File: src/rtl/alu_seq_pkg.sv
// Shared definitions for the ALU operation sequencer: op codes, FSM states and
// register-select encodings used by the controller and its bus decoder.
package alu_seq_pkg;

    localparam logic [2:0] OP_NOT = 3'b000;
    localparam logic [2:0] OP_AND = 3'b001;
    localparam logic [2:0] OP_OR  = 3'b010;
    localparam logic [2:0] OP_XOR = 3'b011;
    localparam logic [2:0] OP_INC = 3'b100;
    localparam logic [2:0] OP_DEC = 3'b101;
    localparam logic [2:0] OP_ADD = 3'b110;
    localparam logic [2:0] OP_SUB = 3'b111;

    typedef enum logic [1:0] {
        ST_IDLE = 2'd0,
        ST_EXEC = 2'd1,
        ST_DONE = 2'd2
    } state_e;

    localparam logic REG_R1 = 1'b0;
    localparam logic REG_R2 = 1'b1;

endpackage

File: src/rtl/alu_seq_bus_decode.sv
// Decodes sequencer state into the datapath's active-low register load and
// A-bus output enables; at most one register ever drives the A bus.
module alu_seq_bus_decode
    import alu_seq_pkg::*;
(
    input  state_e state,
    input  logic   k_zero,
    input  logic   src,
    input  logic   dst,
    output logic   ei1_n,
    output logic   ei2_n,
    output logic   eo1_n,
    output logic   eo2_n
);

    logic a_sel;

    // First iteration reads the source; later ones accumulate on the destination.
    assign a_sel = k_zero ? src : dst;

    always_comb begin
        // NOTE: every output gets a default before the case logic so no latch is inferred.
        ei1_n = 1'b1;
        ei2_n = 1'b1;
        eo1_n = 1'b1;
        eo2_n = 1'b1;
        if (state == ST_EXEC) begin
            eo1_n = (a_sel != REG_R1);
            eo2_n = ~eo1_n;
            ei1_n = (dst != REG_R1);
            ei2_n = ~ei1_n;
        end
    end

endmodule

File: src/rtl/alu_op_sequencer.sv
// Command-driven controller for the two-register sequential ALU datapath:
// repeats one ALU op rep+1 times into the destination and reports result/carry.
module alu_op_sequencer
    import alu_seq_pkg::*;
#(
    parameter int WIDTH = 4,
    parameter int REP_W = 3
) (
    input  logic             clk,
    input  logic             MR,
    input  logic             cmd_valid,
    output logic             cmd_ready,
    input  logic [2:0]       cmd_op,
    input  logic             cmd_src,
    input  logic             cmd_dst,
    input  logic [WIDTH-1:0] cmd_b,
    input  logic [REP_W-1:0] cmd_rep,
    input  logic [WIDTH-1:0] dp_Y,
    input  logic             dp_CO,
    output logic [2:0]       dp_sel,
    output logic [WIDTH-1:0] dp_B,
    output logic             dp_EIbar1,
    output logic             dp_EIbar2,
    output logic             dp_EObar1,
    output logic             dp_EObar2,
    output logic             busy,
    output logic             done,
    output logic [WIDTH-1:0] result,
    output logic             carry
);

    localparam logic [REP_W-1:0] K_ONE = REP_W'(1);

    state_e             state_q,  state_d;
    logic [2:0]         op_q,     op_d;
    logic               src_q,    src_d;
    logic               dst_q,    dst_d;
    logic [WIDTH-1:0]   b_q,      b_d;
    logic [REP_W-1:0]   rep_q,    rep_d;
    logic [REP_W-1:0]   k_q,      k_d;
    logic [WIDTH-1:0]   result_q, result_d;
    logic               carry_q,  carry_d;

    always_comb begin
        state_d  = state_q;
        op_d     = op_q;
        src_d    = src_q;
        dst_d    = dst_q;
        b_d      = b_q;
        rep_d    = rep_q;
        k_d      = k_q;
        result_d = result_q;
        carry_d  = carry_q;
        case (state_q)
            ST_IDLE: begin
                if (cmd_valid) begin
                    op_d    = cmd_op;
                    src_d   = cmd_src;
                    dst_d   = cmd_dst;
                    b_d     = cmd_b;
                    rep_d   = cmd_rep;
                    k_d     = '0;
                    state_d = ST_EXEC;
                end
            end
            ST_EXEC: begin
                result_d = dp_Y;
                // The accumulator restarts on the first capture so the old carry stays visible until then.
                carry_d  = ((k_q == '0) ? 1'b0 : carry_q) | dp_CO;
                if (k_q == rep_q) begin
                    state_d = ST_DONE;
                end else begin
                    k_d = k_q + K_ONE;
                end
            end
            ST_DONE: state_d = ST_IDLE;
            default: state_d = ST_IDLE;
        endcase
    end

    // NOTE: sequential state uses non-blocking assignments so all flops update together.
    always_ff @(posedge clk or posedge MR) begin
        if (MR) begin
            state_q  <= ST_IDLE;
            op_q     <= '0;
            src_q    <= REG_R1;
            dst_q    <= REG_R1;
            b_q      <= '0;
            rep_q    <= '0;
            k_q      <= '0;
            result_q <= '0;
            carry_q  <= 1'b0;
        end else begin
            state_q  <= state_d;
            op_q     <= op_d;
            src_q    <= src_d;
            dst_q    <= dst_d;
            b_q      <= b_d;
            rep_q    <= rep_d;
            k_q      <= k_d;
            result_q <= result_d;
            carry_q  <= carry_d;
        end
    end

    alu_seq_bus_decode u_bus_decode (
        .state  (state_q),
        .k_zero (k_q == '0),
        .src    (src_q),
        .dst    (dst_q),
        .ei1_n  (dp_EIbar1),
        .ei2_n  (dp_EIbar2),
        .eo1_n  (dp_EObar1),
        .eo2_n  (dp_EObar2)
    );

    assign dp_sel    = op_q;
    assign dp_B      = b_q;
    assign cmd_ready = (state_q == ST_IDLE);
    assign busy      = (state_q != ST_IDLE);
    assign done      = (state_q == ST_DONE);
    assign result    = result_q;
    assign carry     = carry_q;

endmodule

File: config.mk
export PLATFORM = sky130hd
export DESIGN_NAME = alu_op_sequencer
export DESIGN_NICKNAME = d
export VERILOG_FILES = /design/src/rtl/alu_seq_pkg.sv /design/src/rtl/alu_seq_bus_decode.sv /design/src/rtl/alu_op_sequencer.sv
export SDC_FILE = /design/constraint.sdc
export NUM_CORES = 1
export LEC_CHECK = 0
export CAP_MARGIN = 20
export CORE_ASPECT_RATIO = 1.2
export CORE_MARGIN = 10
export CORE_UTILIZATION = 34
export DETAILED_ROUTE_END_ITERATION = 16
export REMOVE_ABC_BUFFERS = 1
export SYNTH_ARGS = -nofsm -noshare
export SYNTH_HDL_FRONTEND = slang
export SYNTH_HIERARCHICAL = 1
export SYNTH_SLANG_ARGS = --single-unit
File: constraint.sdc
create_clock -name clk -period 1.9 [get_ports clk]
set_input_delay 0.38 -clock clk [delete_from_list [all_inputs] [get_ports clk]]
set_output_delay 0.38 -clock clk [all_outputs]
set_load 0.01 [all_outputs]
# After elaboration in Yosys (flattened, before gate mapping)
# Cells that the tools add are included.
# word_totals
register_bits	22
latch_bits	0
mem_bits_rw	0
rom_bits	0
inputBits	20
out_inout_bits	19
wordCells	38
mem_count	0
# classes
n_addsub	1
multipliers	0
n_div	0
n_lt_le_gt_ge	0
n_eq_ne	6
shifts	0
muxes	12
bitwise	3
reduce_logical	7
# op_table
op	count
1-bit two-way mux	6
3-bit two-way mux	2
2-bit != test (second input constant)	3
3-bit one-hot mux with 2 select lines	1
2-bit two-way mux	2
2-bit one-hot mux with 2 select lines	1
2-bit AND reduction	2
2-bit nonzero test	2
3-bit by 1-bit adder with 3-bit output (second input constant)	1
3-bit == test	1
3-bit logical NOT	1
3-bit AND reduction	1
2-bit by 1-bit == test with 1-bit output (second input constant)	1
2-bit == test (second input constant)	1
2-bit logical NOT	1
1-bit inverter	2
1-bit OR	1

# Depth between registers and ports, before layout
# logic_depth
depth_word	4
ltp_mapped	5
mapped_depth_nobuf	5

# By module
# Netlist, hierarchy kept.
# modules_own_cells
module	instances	cells_per_inst	area_each_um2	seq_area_each_um2
alu_op_sequencer	1	70	997.2	550.5
alu_seq_bus_decode	1	6	50.0	0.0

# Worst setup path after synthesis
# Ideal clock, no wire load.
# synth_timing
path_kind	register -> output
startpoint	register k_q[0]
endpoint	output dp_EObar1
arrival_time_ns	1.229
slack_ns	0.291
stages_incl_launch_ff	6
n_path_buf	0
path_cell_list	dfrtp_1 inv_1 ha_1 nor2b_1 mux2_4 nand2b_4
# synth_between
elab_chain_cells	3
# synth_rtl
item	line_no	text
start: declaration	alu_op_sequencer.sv:40	logic [REP_W-1:0] k_q, k_d;
start signal: assignment	alu_op_sequencer.sv:100	k_q <= k_d;
3-bit logical NOT	alu_op_sequencer.sv:108	.k_zero (k_q == '0),
1-bit two-way mux	alu_seq_bus_decode.sv:19	assign a_sel = k_zero ? src : dst;
1-bit two-way mux	alu_seq_bus_decode.sv:27	if (state == ST_EXEC) begin
end: declaration	alu_op_sequencer.sv:24	output logic dp_EObar1,
# Every way passes these cells.

# Final worst setup path
# layout_timing
startpoint	register k_q[1]
endpoint	output dp_EObar1
# Same word-level chain as after synthesis.

==> flow_summary.json <==
{
  "outcome": "finished, violations left",
  "failed_checks": "setup timing",
  "via_per_inst": 4.53,
  "synth_fa_ha_area_frac": 0.0239,
  "synth_top_cell_by_area": "dfrtp_1",
  "grt_pass1_vias": 801,
  "ctsLongestPathBuffers": 2,
  "hold_viol": 0,
  "cp-start-kind": "flop",
  "rows": 22,
  "cts_made_buffers": 3,
  "fillers": 280,
  "synth_edf_count": 0,
  "ant_nets": 0,
  "dr.pass1.iters": 2,
  "r2r-end": "k_q[1]",
  "clock_latency_ns": 0.30,
  "multi_input_area_um2": 450,
  "rsz0062_at_grt": "yes",
  "maxCapViolations": 0,
  "grt_pass1_wl_um": 3700,
  "hold_ws_ns": 0.385,
  "synth_top_cell_area_share": 0.526,
  "synth_cell_type_count": 24,
  "wl_um": 2280,
  "synth_commonest_cells": "dfrtp_1, mux2_2, mux2_4",
  "fin_ws_ns": -0.0726,
  "avgRoutedWirePerCell_um": 14.2,
  "endpoint_kind": "output port",
  "root_buffer": "clkbuf_4",
  "placed_area_um2": 1500,
  "vdd_ir_drop_max_mv": 0.960,
  "yosysSeqAreaShare": 0.526,
  "synth-simple-area-share": 0.103,
  "hold_path_class": "primary input to async pin",
  "tightest_slew_ns": 0.342,
  "slew_viol_final": 0,
  "place_inst": 154,
  "min_period_ns": 1.97,
  "syn_area_per_cell_um2": 13.8,
  "layout.nets": 148,
  "yosys_register_bits": 22,
  "setup.worst_path.class": "flop to output port",
  "clock-sinks": 22,
  "io_pins": 39,
  "die_height_um": 80.8,
  "synthTopCellsByArea": "dfrtp_1, mux2_4, mux2_2",
  "synth_compound_area_frac": 0.0394,
  "power.leakage_uw": 0.000739,
  "grt_max_degree": 23,
  "synth_xor_area_frac": 0.0251,
  "muxShareOfSynthArea": 0.231,
  "cts_hold_buf": 0,
  "initial_core_util": 0.349,
  "critPathArrivalTime_ns": 1.59,
  "grt_usage": 0.0784,
  "fp.dieArea_um2": 5710,
  "setup_viol": 1,
  "synth_top_family_by_area": "multiplexers",
  "slew_headroom": 0.769,
  "fin_cells": 161,
  "vias": 730,
  "finClkSkew_ns": 0.00592,
  "reg2reg_depth": 5,
  "r2r_slack_ns": 0.42,
  "antenna_found_initial": 0,
  "syn-cell-area_um2": 1050,
  "critPathLaunch": "k_q[1]",
  "finalPower_uw": 2860,
  "post-place-ws_ns": -0.153,
  "cp_max_fo": 2,
  "cts_tree": "yes",
  "core_um2": 3000,
  "overflow": 0,
  "ys.warnings.count": 6,
  "drc_errors": 0,
  "antenna-diode-count": 0,
  "required_ns": 1.52,
  "cts.clk_slew.worst_paths_ns": 0.12,
  "p_per_area_nw_per_um2": 1810,
  "gp_congestion": 0.687,
  "syn_inst": 76,
  "port_buffers": 38,
  "syn2layout_area_growth_pct": 50.5,
  "regArea_um2": 551,
  "synth_top_flop_cell": "dfrtp_1",
  "layout_worst_path_cycle_share": 1.04,
  "stdcell_area_um2": 1580,
  "fmax_mhz": 507,
  "synth.most_common_cell": "dfrtp_1",
  "r2r_start": "k_q[1]",
  "htreeDepth": 1,
  "drt_iter0_drc": 6,
  "drive_gt1_frac": 0.304,
  "chipWidth_um": 70.7,
  "ys_async_sr_fraction": 1.00
}
## cell families (layout without fill, tap and decap cells)
group	count (synthesis)	in the layout
AND/OR/NAND/NOR	17	17
multiplexers	19	19
adder cells (fa/ha/maj)	2	2
AO/OA/AOI/OAI	5	5
XOR/XNOR	3	3
buffers and inverters	8	57
flip-flops	22	22
## placed cells by master, fill, tap and decap left out, drive strengths merged
master / count
or2: 1
nand2: 6
bufinv: 1
and2b: 2
xor2: 3
a22o: 1
mux2i: 2
nor2b: 3
or3b: 1
nand3b: 1
dlygate4sd2: 4
o311ai: 1
o31a: 1
buf: 12
o211ai: 1
mux2: 17
dfrtp: 22
clkdlybuf4s50: 32
a21o: 1
nand2b: 2
clkbuf: 3
nor4b: 1
ha: 2
inv: 5
## through the flow
stage,TNS (ns),util
floorplan,0,-
global placement,-0.240,0.500
detailed placement,-0.278,0.500
CTS,-0.104,0.523
global route,-0.251,0.525
finish,-0.0726,0.525
## area by class of cell
cell class | instances | share of cell area
sequential | 22 | 0.349
clock inverter | 1 | 0.0190
inverter | 5 | 0.0119
multi-input combinational | 46 | 0.286
timing repair buffer | 48 | 0.291
tap | 36 | 0.0286
clock buffer | 3 | 0.0143
## worst max-delay path, cell delays in order (launching register included)
cell and delay (ns):
dfrtp_1 0.40, inv_1 0.06, ha_1 0.13, nor2b_4 0.15, mux2_4 0.31, nand2b_4 0.14
buf_6 0.11
## state kept, by name, indices dropped and copies added, names as in the netlist
| register | flops |
|---|---|
| dp_B | 4 |
| dp_sel | 3 |
| src_q | 1 |
| result | 4 |
| state_q | 2 |
| rep_q | 3 |
| dst_q | 1 |
| k_q | 3 |
| carry | 1 |
## where the power goes
| part | switching [uW] | total (uW) | leakage [uW] | internal (uW) |
|---|---|---|---|---|
| clock network | 140 | 353 | 0.0000279 | 213 |
| registers | 141 | 850 | 0.000260 | 710 |
| logic | 654 | 1650 | 0.000451 | 1000 |
## layer usage
metal  global-route usage  vias up  part of all wire
met1               0.0755      345              0.41
met2                0.138       30              0.46
met3               0.0476        0              0.12
met5                    0        -                 0
li1                     -      355                 -
met4               0.0233        0                 0
## worst max path at each step
| stage | end | slack [ns] |
|---|---|---|
| 2_1_floorplan | dp_EObar1 | 0.29 |
| 3_3_place_gp | dp_EObar1 | -0.13 |
| 3_5_place_dp | dp_EObar1 | -0.15 |
| 4_1_cts | dp_EObar1 | -0.09 |
| 5_1_grt | dp_EObar1 | -0.16 |
| 6_report | dp_EObar1 | -0.07 |
## repair_timing
item                       4_1_cts  5_1_grt
setup endpoints to repair        6        2
buffers inserted                 2        1
gates resized for setup         16        1
pin swaps                        0        0
Power figures use the tool's default switching activity.
